$ cat src/rtl/iq_samp_fifo_pkg.sv
// Shared constants, sample type and sizing helper for the IQ sample FIFO.
package iq_samp_fifo_pkg;

  localparam int SAMP_W_DEF = 24;
  localparam int DEPTH_DEF  = 8;

  // One {I,Q} entry at the default component width; modules with other widths declare the same layout locally
  typedef struct packed {
    logic [SAMP_W_DEF-1:0] i;
    logic [SAMP_W_DEF-1:0] q;
  } iq_samp_t;

  // Pointer/occupancy width: one extra bit so a full FIFO is distinguishable from an empty one
  function automatic int cnt_w(input int depth);
    return $clog2(depth) + 1;
  endfunction

endpackage

$ cat src/rtl/iq_samp_ram.sv
// Sample storage: one synchronous write port and one asynchronous read port, no reset on contents.
module iq_samp_ram #(
  parameter int W     = 48,
  parameter int DEPTH = 8
) (
  input  logic                     clk,
  input  logic                     we,
  input  logic [$clog2(DEPTH)-1:0] waddr,
  input  logic [W-1:0]             wdata,
  input  logic [$clog2(DEPTH)-1:0] raddr,
  output logic [W-1:0]             rdata
);

  logic [W-1:0] mem_r [DEPTH];

  // Write port
  always_ff @(posedge clk) begin
    if (we) begin
      mem_r[waddr] <= wdata;
    end
  end

  assign rdata = mem_r[raddr];

endmodule

$ cat src/rtl/iq_samp_fifo.sv
// First-word-fall-through FIFO of {I,Q} sample pairs with occupancy, threshold
// status and sticky overflow/underflow flags.
module iq_samp_fifo
  import iq_samp_fifo_pkg::*;
#(
  parameter int SAMP_W    = SAMP_W_DEF,
  parameter int DEPTH     = DEPTH_DEF,
  parameter int AFULL_TH  = DEPTH - 2,
  parameter int AEMPTY_TH = 2
) (
  input  logic                     Clk,
  input  logic                     Reset,
  input  logic                     PushIn,
  input  logic [SAMP_W-1:0]        SampI,
  input  logic [SAMP_W-1:0]        SampQ,
  input  logic                     PullOut,
  output logic [SAMP_W-1:0]        OutI,
  output logic [SAMP_W-1:0]        OutQ,
  output logic                     Full,
  output logic                     Empty,
  output logic                     AlmostFull,
  output logic                     AlmostEmpty,
  output logic [cnt_w(DEPTH)-1:0]  Count,
  output logic                     Overflow,
  output logic                     Underflow,
  input  logic                     ClrErr
);

  localparam int PW = $clog2(DEPTH);
  localparam int CW = cnt_w(DEPTH);
  localparam logic [CW-1:0] PTR_ONE  = {{PW{1'b0}}, 1'b1};
  localparam logic [CW-1:0] AFULL_C  = CW'(AFULL_TH);
  localparam logic [CW-1:0] AEMPTY_C = CW'(AEMPTY_TH);

  typedef struct packed {
    logic [SAMP_W-1:0] i;
    logic [SAMP_W-1:0] q;
  } samp_t;

  if (((DEPTH & (DEPTH - 1)) != 0) || (DEPTH < 4) || (DEPTH > 256)) begin : g_depth_chk
    $error("iq_samp_fifo: DEPTH must be a power of two between 4 and 256");
  end
  if (!((AEMPTY_TH < AFULL_TH) && (AFULL_TH <= DEPTH))) begin : g_th_chk
    $error("iq_samp_fifo: thresholds must satisfy AEMPTY_TH < AFULL_TH <= DEPTH");
  end

  logic [CW-1:0] wr_ptr_r, rd_ptr_r, count_r;
  logic [CW-1:0] wr_nxt_s, rd_nxt_s;
  logic          ovf_r, unf_r;
  logic          empty_s, full_s;
  logic          push_ok_s, pull_ok_s, ovf_ev_s, unf_ev_s;
  samp_t         wr_samp_s, rd_samp_s;

  assign empty_s = (rd_ptr_r == wr_ptr_r);
  assign full_s  = (rd_ptr_r[PW-1:0] == wr_ptr_r[PW-1:0]) && (rd_ptr_r[PW] != wr_ptr_r[PW]);

  // A full FIFO still takes a push when the head leaves on the same edge
  assign push_ok_s = PushIn & (~full_s | PullOut);
  assign pull_ok_s = PullOut & ~empty_s;
  assign ovf_ev_s  = PushIn & full_s & ~PullOut;
  assign unf_ev_s  = PullOut & empty_s;

  // Next pointer values; the extra wrap bit makes the increment roll over at 2*DEPTH on its own
  always_comb begin
    wr_nxt_s = wr_ptr_r;
    rd_nxt_s = rd_ptr_r;
    if (push_ok_s) begin
      wr_nxt_s = wr_ptr_r + PTR_ONE;
    end else begin
      wr_nxt_s = wr_ptr_r;
    end
    if (pull_ok_s) begin
      rd_nxt_s = rd_ptr_r + PTR_ONE;
    end else begin
      rd_nxt_s = rd_ptr_r;
    end
  end

  // Pointers, occupancy and sticky error flags
  always_ff @(posedge Clk) begin
    if (Reset) begin
      wr_ptr_r <= {CW{1'b0}};
      rd_ptr_r <= {CW{1'b0}};
      count_r  <= {CW{1'b0}};
      ovf_r    <= 1'b0;
      unf_r    <= 1'b0;
    end else begin
      wr_ptr_r <= wr_nxt_s;
      rd_ptr_r <= rd_nxt_s;
      count_r  <= wr_nxt_s - rd_nxt_s;
      ovf_r    <= ovf_ev_s | (ovf_r & ~ClrErr);
      unf_r    <= unf_ev_s | (unf_r & ~ClrErr);
    end
  end

  assign wr_samp_s = '{i: SampI, q: SampQ};

  iq_samp_ram #(
    .W     (2 * SAMP_W),
    .DEPTH (DEPTH)
  ) u_ram (
    .clk   (Clk),
    .we    (push_ok_s),
    .waddr (wr_ptr_r[PW-1:0]),
    .wdata (wr_samp_s),
    .raddr (rd_ptr_r[PW-1:0]),
    .rdata (rd_samp_s)
  );

  // Stale memory behind an empty FIFO is never exposed
  assign OutI        = empty_s ? {SAMP_W{1'b0}} : rd_samp_s.i;
  assign OutQ        = empty_s ? {SAMP_W{1'b0}} : rd_samp_s.q;
  assign Full        = full_s;
  assign Empty       = empty_s;
  assign AlmostFull  = (count_r >= AFULL_C);
  assign AlmostEmpty = (count_r <= AEMPTY_C);
  assign Count       = count_r;
  assign Overflow    = ovf_r;
  assign Underflow   = unf_r;

endmodule

$ cat config.mk
export PLATFORM = sky130hd
export DESIGN_NAME = iq_samp_fifo
export DESIGN_NICKNAME = d
export VERILOG_FILES = /design/src/rtl/iq_samp_fifo_pkg.sv /design/src/rtl/iq_samp_ram.sv /design/src/rtl/iq_samp_fifo.sv
export SDC_FILE = /design/constraint.sdc
export NUM_CORES = 1
export LEC_CHECK = 0
export CAP_MARGIN = 20
export CELL_PAD_IN_SITES_DETAIL_PLACEMENT = 0
export CELL_PAD_IN_SITES_GLOBAL_PLACEMENT = 1
export CORE_MARGIN = 5
export CORE_UTILIZATION = 58
export CTS_BUF_LIST = sky130_fd_sc_hd__clkbuf_4 sky130_fd_sc_hd__clkbuf_8
export DETAILED_ROUTE_END_ITERATION = 10
export PLACE_DENSITY_LB_ADDON = 0.1
export RECOVER_POWER = 100
export SLEW_MARGIN = 25
export SYNTH_ARGS = -nofsm -noshare
export SYNTH_HDL_FRONTEND = slang
export SYNTH_SLANG_ARGS = --single-unit
$ cat constraint.sdc
create_clock -name Clk -period 9.3 [get_ports Clk]
set_clock_uncertainty 0.1 [all_clocks]
set_input_delay 0.93 -clock Clk [delete_from_list [all_inputs] [get_ports Clk]]
set_output_delay 0.93 -clock Clk [all_outputs]
set_load 0.01 [all_outputs]
Word-level counts from Yosys, hierarchy flattened
Memories as Yosys holds them, arrays and structs flattened. A register that Yosys moved wholly into a read port is not among the register bits.
Index checks and enable logic that the tools add are counted.
- register bits after elaboration: 14
- RAM bits: 384
- logic and storage cells: 36
- memories kept: 1
- add/sub/neg operators: 3
- order comparisons: 2
- equal/unequal tests: 3
- muxes and demuxes: 7
- bitwise gates (word level): 14
- reductions and logical operators: 1
- memories (name ; depth ; width ; rd ports ; clocked after memory_dff ; write ports ; line ; RTL):
    u_ram.mem_r ; 8 ; 48 ; 1 ; 1 ; 1 ; iq_samp_ram.sv:14 ; logic [W-1:0] mem_r [DEPTH];
- operators with widths (cell ; number):
    $mux 24 ; 2
    $add 4x1->4 const B ; 2
    $mux 4 ; 2
    $and 1x1->1 ; 7
    $eq 4x4->1 ; 1
    $ge 4x3->1 const B ; 1
    $le 4x2->1 const B ; 1
    $not 1->1 ; 4
    $sub 4x4->4 ; 1
    $eq 3x3->1 ; 1
    $mux 3 ; 1
    $or 1x1->1 ; 3
    $mux 1 ; 2
    $logic_and 1x1->1 ; 1
    $ne 1x1->1 ; 1

Logic depth before layout (Yosys ltp)
Gate-level depths: netlist (run 1).
- word-level depth: 7
- mapped depth: 11
- gate-level depth less buffers: 10

Hierarchy
A second synthesis (run 1) with hierarchy kept.
- cell total of the unflattened synthesis: 700
- area total of the unflattened synthesis: 15778.9 sq um
- modules (own cells, without submodules) (module ; instances ; cells an instance ; area each (sq um) ; sequential area each (sq um)):
    iq_samp_ram ; 1 ; 568 ; 14659.1 ; 11531.1
    iq_samp_fifo ; 1 ; 132 ; 1119.8 ; 280.3

Least setup slack after synthesis (run 1)
OpenSTA, ideal clock, no wires.
- kind: input to register
- start: input PullOut
- end: memory u_ram.mem_r[0][0] (enable)
- setup time: 0.573 ns
- arrival time: 5.791 ns
- data required time: 8.627 ns
- setup slack: 2.836 ns
- stages on the path: 3
- path buffers: 1
- cell sequence: buf_2 -> o31ai_4 -> nor4_1
- word-level cells in the longest chain between the ends: 4
- RTL lines (element ; line ; RTL):
    start, declared ; iq_samp_fifo.sv:16 ; input logic PullOut,
    $or 1x1->1 ; iq_samp_fifo.sv:58 ; assign push_ok_s = PushIn & (~full_s | PullOut);
    $and 1x1->1 ; iq_samp_fifo.sv:58 ;
    $mux 1 ; iq_samp_ram.sv:18 ; if (we) begin
    $mux 1 (not written as such) ; iq_samp_ram.sv:19 ; mem_r[waddr] <= wdata;
    end, declared ; iq_samp_ram.sv:14 ;
No other way between the ends.

Worst setup path in the final report (run 1)
- start: register rd_ptr_r[0]
- end: memory u_ram.mem_r[2][22] (enable)
- word-level cells in the longest chain between the ends: 7
- RTL lines (element ; line ; RTL):
    start, declared ; iq_samp_fifo.sv:47 ; logic [CW-1:0] wr_ptr_r, rd_ptr_r, count_r;
    start signal, assigned ; iq_samp_fifo.sv:83 ; rd_ptr_r <= {CW{1'b0}};
    start signal, assigned ; iq_samp_fifo.sv:89 ; rd_ptr_r <= rd_nxt_s;
    $eq 3x3->1 ; iq_samp_fifo.sv:55 ; assign full_s = (rd_ptr_r[PW-1:0] == wr_ptr_r[PW-1:0]) && (rd_ptr_r[PW] != wr_ptr_r[PW]);
    $logic_and 1x1->1 ; iq_samp_fifo.sv:55 ;
    $not 1->1 ; iq_samp_fifo.sv:58 ;
    $or 1x1->1 ; iq_samp_fifo.sv:58 ;
    $and 1x1->1 ; iq_samp_fifo.sv:58 ;
    $mux 1 ; iq_samp_ram.sv:18 ;
    $mux 1 (not written as such) ; iq_samp_ram.sv:19 ;
No other way between the ends.

==> results of run 1 <==
layout by cell type (no fill, tap or decap), types with 5 or more instances in the layout:
| master | count |
|---|---|
| mux2i_1 | 49 |
| clkbuf_4 | 20 |
| clkbuf_1 | 7 |
| clkinv_1 | 20 |
| ha_1 | 5 |
| xnor2_1 | 8 |
| xor2_1 | 5 |
| clkdlybuf4s50_1 | 7 |
| buf_4 | 8 |
| clkbuf_8 | 61 |
| mux4_2 | 96 |
| edfxtp_1 | 384 |
| clkinv_2 | 8 |
| nor2b_1 | 7 |
| nor2_1 | 61 |
| nor3_1 | 5 |
| dfxtp_1 | 12 |
| dlygate4sd3_1 | 103 |
tightest hold or removal path: stages, from the launching register on:
cell     delay, ns
dfxtp_1       0.32
nor2b_1       0.13
a21oi_1       0.05
nor2_1        0.08
cells by family (layout without fill, tap and decap cells):
logic type | after synthesis | after routing | synth area share, %
adders and majority gates | 6 | 6 | 0.5354
muxes | 147 | 147 | 17.34
xor gates and xnor gates | 15 | 15 | 1.038
DFF | 398 | 398 | 76.57
AOI/OAI and AO/OA | 10 | 10 | 0.5191
buffers and inverters | 40 | 237 | 1.225
and+or+nand+nor | 90 | 90 | 2.766
worst max path at each step:
stage | startpoint | to | depth (start not counted) | slack [ns]
finish | rd_ptr_r[0]$_SDFF_PP0_ | u_ram.mem_r[2][22]$_DFFE_PP_ | 5 | 2.64
global route | rd_ptr_r[0]$_SDFF_PP0_ | u_ram.mem_r[2][22]$_DFFE_PP_ | 5 | 1.89
CTS | rd_ptr_r[0]$_SDFF_PP0_ | OutI[1] | 6 | 3.95
detailed placement | rd_ptr_r[0]$_SDFF_PP0_ | OutI[1] | 6 | 4.59
global placement | rd_ptr_r[0]$_SDFF_PP0_ | OutI[1] | 6 | 4.60
floorplan | PullOut | u_ram.mem_r[0][0]$_DFFE_PP_ | 3 | 2.84
layer usage:
metal | share of wire [%] | vias to the layer above | routed length [microns] | global-route usage, %
met5 | 0.071 | - | 21 | 0
met4 | 1.8 | 4 | 543 | 4.955
met3 | 6.4 | 52 | 1892 | 3.974
met2 | 51 | 218 | 15130 | 34.16
met1 | 41 | 3784 | 12100 | 27.02
li1 | - | 3211 | - | -
stage by stage:
| stage | setup slack (ns) | area, sq um |
|---|---|---|
| after floorplan | 2.836 | 15420 |
| after global placement | 4.597 | 16940 |
| after detailed placement | 4.593 | 16940 |
| after CTS | 3.950 | 18080 |
| after global routing | 1.885 | 17960 |
| final | 2.644 | 17960 |
power by group through the flow:
stage                     registers, W  clock network, W  logic [W]
final                          0.00207           0.00133   0.000702
after global routing           0.00208           0.00145   0.000766
after global placement         0.00210                 0   0.000751
after floorplan                0.00208                 0   0.000473
after detailed placement       0.00211                 0   0.000760
after CTS                      0.00207           0.00137   0.000764
state kept, by name (all words and copies together) (netlist names):
register / cells
Underflow: 1
Count: 4
Overflow: 1
wr_ptr_r: 4
u_ram.mem_r: 384
rd_ptr_r: 4
area by class of cell:
type | instances | area (sq um) | area share (%)
multi-input cells | 268 | 3383 | 18.84
clock inverters | 29 | 145.1 | 0.8082
well taps | 335 | 419.2 | 2.334
inverters | 1 | 3.754 | 0.02090
flip-flops and latches | 398 | 11820 | 65.81
clock buffers | 81 | 989.7 | 5.511
repair buffers | 126 | 1199 | 6.675
==> flow_summary_export.csv, run 1 <==
group,metric,value,unit
power,power_frac_seq,50.4,%
placed_design,dp_hpwl,16.38,mm
timing,slew_headroom,-116.0,%
die,die_h,173.1,microns
worst_setup_path,crit_path_end_kind,"register",
clock_network,cts_resized,0,
die,start_util,59.03,%
worst_setup_path,slowest_delay,2.36,ns
routing,vias_per_cell,5.872,
timing,rsz0062_at_grt,"false",
synth,syn_area_per_cell,21.85,sq um
timing,setup-tns-final,0,ns
clock_network,clk_pin_slew_worst_paths,0.07,ns
timing,period_share,71.57,%
clock_network,post_cts_buffers,0,
synth,synth_flop_cell,"edfxtp_1",
power,ir_worst_vdd,0.1496,mV
synth,synth_cell_types,37,
timing,hold_viol_final,0,
power,finalPower,0.004104,W
worst_hold_path,whs_endpoint,"Underflow$_SDFF_PP0_",
die,fp.dieW,173.1,microns
layout,antenna_cells,0,
clock_network,clock-root-buffer,"clkbuf_8",
worst_setup_path,critPathTopFamily,"buffers and inverters",
synth,ys_ff_latch,398,
layout,final_util,68.72,%
placed_design,dp.cells,1128,
synth,syn_inst,706,
clock_network,htreeDepth,2,
power,internal_power,0.003102,W
synth,synth_warnings,0,
worst_setup_path,reg2reg_slack,2.64,ns
synth,async_flop_share,0,%
routing,drt_iter0_markers,583,
die,io_pins,111,
clock_network,clock_sinks,398,
worst_hold_path,min_path_cells,3,
clock_network,ctsHoldBuffers,0,
timing,min_period,6.656,ns
worst_setup_path,cp.required,9.30,ns
synth,syn_area,15420,sq um
timing,hold_ws,0.5119,ns
layout,area_delta_synth_final,16.43,%
worst_setup_path,cp_num_buf_inv,1,
worst_setup_path,crit_slowest_cell,"clkbuf_1",
job,maxCapViolations,9,
outcome,outcome,"finished with violations",
timing,slew_violations,230,
synth,synth_edf_count,384,
global_route,grt_pass1_vias,7896,
synth,yosysSeqAreaShare,76.57,%
synth,synth_most_common_cell,"edfxtp_1",
worst_hold_path,min_from,"Underflow$_SDFF_PP0_",
routing,vias,7269,
routing,wl_per_cell,23.98,microns
worst_setup_path,cp.arrival,6.66,ns
layout,fill_cells,1683,
clock_network,clock_latency,0.59,ns
global_route,overflow,0,
global_route,grt_use_total,20.00,%
layout,finalNonFillerCells,1238,
clock_network,cts_tree,"built",
die,num_rows,59,
clock_network,cts_made_buffers,59,
worst_setup_path,start_kind,"register",
synth,yosys.area.top_type,"edfxtp_1",
routing,ant_nets,0,
layout,layout-drive-gt1-share,22.04,%
routing,drc,0,
synth,synth_area_leaders,"edfxtp_1, mux4_2, mux2i_1",
power,netSwitchingFraction,24.41,%
power,p_leak,5.708,nW
worst_setup_path,ff2ff_path_depth,5,
power,combPwrFrac,17.1,%
power,p_clk_share,32.5,%
worst_setup_path,crit_path_cell_trace,"xnor2_1 -> nand3_1 -> o31ai_1 -> nor3_1 -> clkbuf_1",
routing,routed_wl,29.69,mm
timing,max_freq,150.2,MHz
worst_setup_path,path_class,"register to register",
outcome,violations,"capacitance limit, slew limit",
global_route,grt_pass1_wl,46.21,mm
power,switching_power,0.001002,W
worst_setup_path,r2r-end,"u_ram.mem_r[2][22]$_DFFE_PP_",
clock_network,clockBufferDepth,3,
global_route,antenna_found_initial,3,
synth,synth_nets,765,
routing,dr.pass1.iters,4,
global_route,grt_max_degree,81,
synth,ys_top_cells_by_count,"edfxtp_1, mux4_2, nor2_1, mux2i_1, clkbuf_1",
placed_design,routabilityCongestion,0.7242,
timing,tightest_slew,3.240,ns
placed_design,numPortBuffers,110,
die,die_area,29960,sq um
worst_setup_path,r2r-start,"rd_ptr_r[0]$_SDFF_PP0_",
timing,finalSetupViolCount,0,
worst_setup_path,path_max_fanout,42,
synth,synth_top_cell_area_share,74.76,%
worst_hold_path,worstHoldPathType,"register to register",
power,power-per-cell-area,228.5,nW/um^2
die,coreArea,26130,sq um
layout,nets,913,
Power figures use the tool's default switching activity.
==> run 2, diff against run 1 <==
Settings changed: CORE_UTILIZATION 58 to 48.
Clock period 9.3 ns to 5.7 ns, I/O delays scaled along.
==> flow_summary_export.csv, run 2 (synthesis gave the netlist of run 1 again) <==
group,metric,value,unit
worst_setup_path,path_class,"register to output pin",
timing,max_freq,218.2,MHz
routing,dr.pass1.iters,4,
clock_network,ctsHoldBuffers,0,
clock_network,cts_tree,"built",
clock_network,clockBufferDepth,3,
clock_network,clock-root-buffer,"clkbuf_8",
die,die_h,189.3,microns
worst_setup_path,cp.required,5.03,ns
clock_network,clock_latency,0.56,ns
layout,layout_commonest_cell,"edfxtp_1",
power,finalPower,0.007028,W
worst_setup_path,r2r-start,"rd_ptr_r[1]$_SDFF_PP0_",
layout,layout-drive-gt1-share,24.64,%
clock_network,post_cts_buffers,0,
die,num_rows,65,
worst_setup_path,cp.arrival,3.91,ns
timing,slew_headroom,-44.45,%
timing,slew_violations,300,
worst_setup_path,ff2ff_path_depth,6,
die,die_area,35820,sq um
routing,routed_wl,30.81,mm
worst_setup_path,r2r-end,"u_ram.mem_r[7][22]$_DFFE_PP_",
worst_setup_path,reg2reg_slack,1.29,ns
placed_design,numPortBuffers,110,
worst_hold_path,worstHoldPathType,"register to register",
routing,wl_per_cell,23.50,microns
routing,drt_iter0_markers,340,
global_route,grt_pass1_vias,7896,
layout,area_delta_synth_final,18.60,%
worst_setup_path,critPathTopFamily,"buffers and inverters",
layout,nets,920,
clock_network,cts_resized,0,
worst_setup_path,path_max_fanout,23,
routing,ant_nets,0,
timing,finalSetupViolCount,0,
timing,hold_viol_final,0,
power,power-per-cell-area,384.2,nW/um^2
worst_setup_path,crit_path_end_kind,"output pin",
clock_network,clock_sinks,398,
outcome,outcome,"finished with violations",
global_route,grt_pass1_wl,46.45,mm
placed_design,post-place-ws,2.169,ns
timing,setup-tns-final,0,ns
layout,final_area,18290,sq um
layout,regMostFlops,"u_ram.mem_r",
layout,largest_reg_flops,384,
timing,period_share,80.39,%
worst_setup_path,cp_num_buf_inv,3,
outcome,violations,"capacitance limit, slew limit",
worst_setup_path,slowest_delay,1.18,ns
timing,tightest_slew,2.159,ns
layout,fill_cells,2333,
global_route,grt_use_total,17.35,%
timing,worst_slack,1.118,ns
worst_setup_path,crit_path_cell_trace,"xor2_2 -> nor4_1 -> clkbuf_1 -> buf_12 -> nor2_1 -> dlygate4sd3_1",
global_route,overflow,0,
routing,vias,7236,
worst_setup_path,crit_cells,6,
worst_setup_path,crit_start,"wr_ptr_r[0]$_SDFF_PP0_",
clock_network,htreeDepth,3,
worst_setup_path,endpoint,"OutQ[23]",
layout,layout_common_cells,"edfxtp_1, mux4_2, dlygate4sd3_1",
timing,rsz0062_at_grt,"false",
power,ir_worst_vdd,0.2059,mV
layout,antenna_cells,0,
placed_design,routabilityCongestion,0.7353,
worst_setup_path,crit_slowest_cell,"nor4_1",
timing,min_period,4.582,ns
job,maxCapViolations,7,
worst_setup_path,start_kind,"register",
placed_design,dp_hpwl,16.09,mm
global_route,grt_max_degree,88,
die,coreArea,31640,sq um
routing,vias_per_cell,5.519,
global_route,antenna_found_initial,3,
clock_network,cts_made_buffers,67,
die,fp.dieW,189.3,microns
die,io_pins,111,
routing,drc,0,
clock_network,clk_pin_slew_worst_paths,0.06,ns
die,start_util,48.76,%
power,p_leak,5.790,nW
placed_design,placed_cell_area,17070,sq um
## run 2: through the flow
stage                     std cells  utilization (%)  hold WS, ns
final                          1311            57.82       0.4969
after global routing           1311            57.82       0.5342
after CTS                      1311            58.14       0.5099
after detailed placement       1194            53.95       0.4837
after global placement         1193            53.91       0.4893
after floorplan                 706                -       0.5091
## run 2: how the worst min path moves through the flow
stage                                       from                endpoint  slack (ns)  cells past startpoint
after detailed placement    Underflow$_SDFF_PP0_    Underflow$_SDFF_PP0_        0.48                      3
after global routing         Overflow$_SDFF_PP0_     Overflow$_SDFF_PP0_        0.53                      3
after floorplan           rd_ptr_r[3]$_SDFF_PP0_  rd_ptr_r[3]$_SDFF_PP0_        0.51                      3
after global placement      Underflow$_SDFF_PP0_    Underflow$_SDFF_PP0_        0.49                      3
final                       Underflow$_SDFF_PP0_    Underflow$_SDFF_PP0_        0.50                      3
after CTS                   Underflow$_SDFF_PP0_    Underflow$_SDFF_PP0_        0.51                      3
## run 2: where the power goes
part           internal (W)  total (W)  switching, W  leakage, nW
Combinational      0.000625    0.00121      0.000587         1.48
Sequential          0.00330    0.00335     0.0000512         3.60
Clock               0.00138    0.00246       0.00108        0.709
Total               0.00531    0.00703       0.00172         5.79
## run 2: worst reg2reg max path: cells and delay by family, from the launching register on
kind | cells | cell delay (ns)
AND/OR/NAND/NOR | 4 | 2.30
buffers and inverters | 1 | 0.86
flip-flops | 1 | 0.58
XOR/XNOR | 1 | 0.14
## run 2: cell type report
type                            instances  area [sq um]  share of cell area [%]
Tap cell                              402         503.0                   2.749
Inverter                                1         3.754                 0.02052
Clock buffer                           86          1071                   5.855
Sequential cell                       398         11820                   64.63
Multi-Input combinational cell        268          3406                   18.62
Clock inverter                         31         255.2                   1.395
Timing Repair Buffer                  125          1232                   6.737
## run 2: per-layer routing
layer / up-vias / share of wire, % / track usage (%)
li1: 3222 / - / -
met1: 3780 / 42 / 22.41
met2: 172 / 52 / 30.07
met3: 58 / 4.1 / 3.595
met4: 4 / 2.1 / 5.120
met5: - / 0.088 / 0
==> run 3, diff against run 2 <==
Settings changed: CORE_UTILIZATION 48 to 53.
Clock period 5.7 ns to 4.4 ns, I/O delays scaled along.
==> flow_summary_export.csv, run 3 (synthesis gave the netlist of run 1 again) <==
group,metric,value,unit
worst_setup_path,critPathTopFamily,"buffers and inverters",
worst_setup_path,start_kind,"register",
placed_design,placed_cell_area,17110,sq um
power,switching_power,0.002119,W
placed_design,post-place-ws,0.9318,ns
global_route,overflow,0,
layout,area_delta_synth_final,17.89,%
clock_network,clk_pin_slew_worst_paths,0.07,ns
global_route,grt_pass1_vias,7916,
layout,layout-drive-gt1-share,22.94,%
clock_network,htreeDepth,2,
outcome,violations,"capacitance limit, slew limit",
power,ir_worst_vdd,0.2452,mV
clock_network,post_cts_buffers,0,
die,die_area,32610,sq um
power,p_leak,5.783,nW
routing,wl_per_cell,23.08,microns
worst_setup_path,crit_path_end_kind,"register",
layout,fill_cells,2026,
routing,routed_wl,29.94,mm
timing,tightest_slew,2.182,ns
worst_setup_path,cp.required,4.45,ns
placed_design,numPortBuffers,110,
routing,drc,0,
layout,multi_input_area,3401,sq um
placed_design,routabilityCongestion,0.7863,
worst_setup_path,cp_num_buf_inv,1,
power,power-per-cell-area,482.4,nW/um^2
routing,drt_iter0_markers,471,
power,finalPower,0.008773,W
timing,period_share,89.99,%
placed_design,dp_hpwl,16.62,mm
layout,final_util,63.36,%
global_route,grt_max_degree,87,
routing,vias,7188,
global_route,grt_use_total,18.54,%
worst_setup_path,slowest_delay,1.43,ns
layout,layout_common_cells,"edfxtp_1, dlygate4sd3_1, mux4_2",
layout,final_area,18180,sq um
routing,ant_nets,0,
timing,finalSetupViolCount,0,
clock_network,clock_sinks,398,
layout,regMostFlops,"u_ram.mem_r",
timing,slew_headroom,-45.48,%
die,coreArea,28700,sq um
die,num_rows,62,
timing,hold_ws,0.4732,ns
power,netSwitchingFraction,24.16,%
timing,min_period,3.960,ns
worst_setup_path,cp.arrival,4.01,ns
worst_hold_path,worstHoldPathType,"input pin to register",
clock_network,clockBufferDepth,3,
global_route,grt_pass1_wl,46.47,mm
power,p_clk_share,33.2,%
worst_setup_path,crit_path_cell_trace,"xnor2_1 -> nand3_1 -> o31ai_1 -> nor4_1 -> dlymetal6s2s_1",
timing,max_freq,252.5,MHz
layout,nets,919,
die,die_h,180.6,microns
global_route,antenna_found_initial,3,
die,start_util,53.74,%
clock_network,clock_latency,0.58,ns
clock_network,clock-root-buffer,"clkbuf_8",
die,fp.dieW,180.6,microns
clock_network,cts_tree,"built",
timing,worst_slack,0.4402,ns
timing,hold_viol_final,0,
layout,layout_commonest_cell,"edfxtp_1",
clock_network,ctsHoldBuffers,0,
routing,vias_per_cell,5.542,
worst_setup_path,path_class,"register to register",
worst_setup_path,r2r-start,"wr_ptr_r[1]$_SDFF_PP0_",
layout,regArea,11820,sq um
clock_network,cts_made_buffers,61,
job,maxCapViolations,6,
outcome,outcome,"finished with violations",
worst_setup_path,crit_slowest_cell,"dlymetal6s2s_1",
timing,slew_violations,160,
power,combPwrFrac,17.4,%
routing,dr.pass1.iters,4,
timing,rsz0062_at_grt,"false",
clock_network,cts_resized,0,
power,power_frac_seq,49.4,%
layout,largest_reg_flops,384,
power,internal_power,0.006654,W
die,io_pins,111,
worst_setup_path,crit_start,"wr_ptr_r[1]$_SDFF_PP0_",
worst_hold_path,min_from,"ClrErr",
worst_setup_path,path_max_fanout,28,
==> run 3: changes by cell type in the layout (fill, tap and decap cells not counted), sizes merged <==
cell / change
clkbuf: -2
clkinvlp: +1
clkdlybuf4s50: -20
inv: -4
dlymetal6s2s: +1
diode: +2
buf: +2
bufinv: -1
clkinv: +5
dlygate4sd3: +20
==> run 3: path summary, 6_finish.rpt <==
kind                                                      to  slack [ns]  depth (start not counted)
worst max-delay path            u_ram.mem_r[0][33]$_DFFE_PP_        0.44                          5
worst min-delay path                    Underflow$_SDFF_PP0_        0.47                          4
worst max register to register  u_ram.mem_r[0][33]$_DFFE_PP_        0.44                          5
worst min register to register          Underflow$_SDFF_PP0_        0.51                          3
==> run 3: power groups by stage <==
stage / Sequential [W] / Combinational (W) / Clock [W]
6_report: 0.00433 / 0.00153 / 0.00291
2_1_floorplan: 0.00438 / 0.00100 / 0
3_5_place_dp: 0.00441 / 0.00167 / 0
3_3_place_gp: 0.00440 / 0.00165 / 0
4_1_cts: 0.00433 / 0.00168 / 0.00300
5_1_grt: 0.00434 / 0.00166 / 0.00317
==> run 3: final cells by class <==
type | instances | area share [%]
inverters | 1 | 0.02064
clock inverters | 32 | 1.025
flip-flops and latches | 398 | 65.01
diodes | 2 | 0.02752
multi-input cells | 268 | 18.70
repair buffers | 130 | 7.018
well taps | 384 | 2.642
clock buffers | 82 | 5.553
==> run 3: tightest hold or removal path: cells and delay by family <==
kind	cells	cell delay [ns]
simple gates	2	0.20
compound gates	1	0.05
buf+inv	1	0.42
==> run 3: stage by stage <==
step | TNS [ns] | std cells
2_1_floorplan | -65.64 | 706
3_3_place_gp | 0 | 1180
6_report | 0 | 1297
4_1_cts | 0 | 1295
5_1_grt | 0 | 1295
3_5_place_dp | 0 | 1181
==> run 3: routing by layer <==
| layer | track usage (%) | share of wire (%) |
|---|---|---|
| met1 | 25.37 | 42 |
| met2 | 30.92 | 51 |
| met3 | 4.158 | 5.9 |
| met4 | 4.507 | 1.3 |
| met5 | 0 | 0.084 |
==> patch, RTL diff (config.mk and constraints of run 1) <==
Change the package constant `SAMP_W_DEF` from 24 to 36.
--- a/src/rtl/iq_samp_fifo_pkg.sv
+++ b/src/rtl/iq_samp_fifo_pkg.sv
@@ -3,3 +3,3 @@
 
-  localparam int SAMP_W_DEF = 24;
+  localparam int SAMP_W_DEF = 36;
   localparam int DEPTH_DEF  = 8;
Interface: changed (resized OutI, OutQ, SampI and SampQ); port bits go from 111 to 159. The function was not compared with the original's and may differ.
==> patch against run 1 <==
- the flow still finishes with violations (capacitance limit, slew limit)
- power grew 48%
- worst setup slack lost 0.082 ns
- via count grew 44%
- cell area grew 48%
- critical path type is now reg -> out
- routed wire length grew 47%
- synthesized area grew 47%
- cell count grew 47%
- combinational power grew 48%
- sequential cell count grew 192
==> patch: results <==
group,metric,value,unit
sta,relSlewSlack,-94.2,%
grt,grt.met1_usage,27.8,%
synthesis,yosysSeqAreaShare,77.4,%
placed_design,port_buffers,158,
setup_path,timing.rr.end,"u_ram.mem_r[7][3]",
cells_and_area,multi_input_area,0.00485,mm^2
sta,fin_crit_sh,72.5,%
placed_design,dp_cells,1654,
synthesis,synth_area_leaders,"edfxtp_1 76%, mux4_2 14%, mux2i_1 3.2%",
pwr,vdd_drop_max,0.136,mV
setup_path,crit_start,"rd_ptr_r[1]",
grt,grtUsageMet3,4.14,%
cells_and_area,comb.multi_input.count,364,
status,outcome,"finished, violations left",
die,die_w,208,um
setup_path,critPathCapture,"OutI[9]",
sta,hold_ws,0.503,ns
setup_path,reg2regPathDepth,8,
cells_and_area,clk_share,6.42,%
grt,grt_first_pass_wirelength,66600,um
run,maxCapViolCount,9,
status,violations,"capacitance limit, slew limit",
placed_design,place_area,0.0249,mm^2
pwr,p_leak,8.39,nW
grt,grt_pass1_vias,11100,
drt,dr_wl_met2,22300,um
synthesis,synth_cell_types,38,
cells_and_area,drive_gt1_share,24.0,%
drt,wirelength,43500,um
pwr,power_density,229,mW/mm^2
placed_design,place_congestion,0.705,
sta,slew_viol_final,295,
drt,drt-met1-wl,18400,um
cells_and_area,nFillCells,2521,
synthesis,yosys-top-cells-count,"576 x edfxtp_1, 144 x mux4_2, 85 x nor2_1",
clock_tree,cts_buffers,91,
==> patch: cell count changes after synthesis, moves of 2 or more <==
| cell | delta |
|---|---|
| mux2i_1 | +24 |
| edfxtp_1 | +192 |
| mux2_4 | +2 |
| xor2_1 | -2 |
| xor2_2 | +2 |
| clkbuf_1 | -7 |
| buf_2 | +23 |
| nor2_1 | +24 |
| mux4_2 | +48 |
==> patch: cell families (layout without fill, tap and decap cells) <==
kind of cell | count (synthesis) | count (layout) | synth area share [%]
AOI/OAI and AO/OA | 10 | 10 | 0.352
other | 0 | 4 | 0
and+or+nand+nor | 114 | 114 | 2.28
buffers and inverters | 57 | 345 | 1.26
muxes | 219 | 219 | 17.6
DFF | 590 | 590 | 77.4
adders and majority gates | 6 | 6 | 0.363
xor gates and xnor gates | 15 | 15 | 0.771
==> patch: power breakdown <==
group	leakage [nW]	switching (mW)	internal [mW]
Sequential	5.35	0.0441	3.00
Combinational	2.13	0.511	0.527
Clock	0.913	0.926	1.08
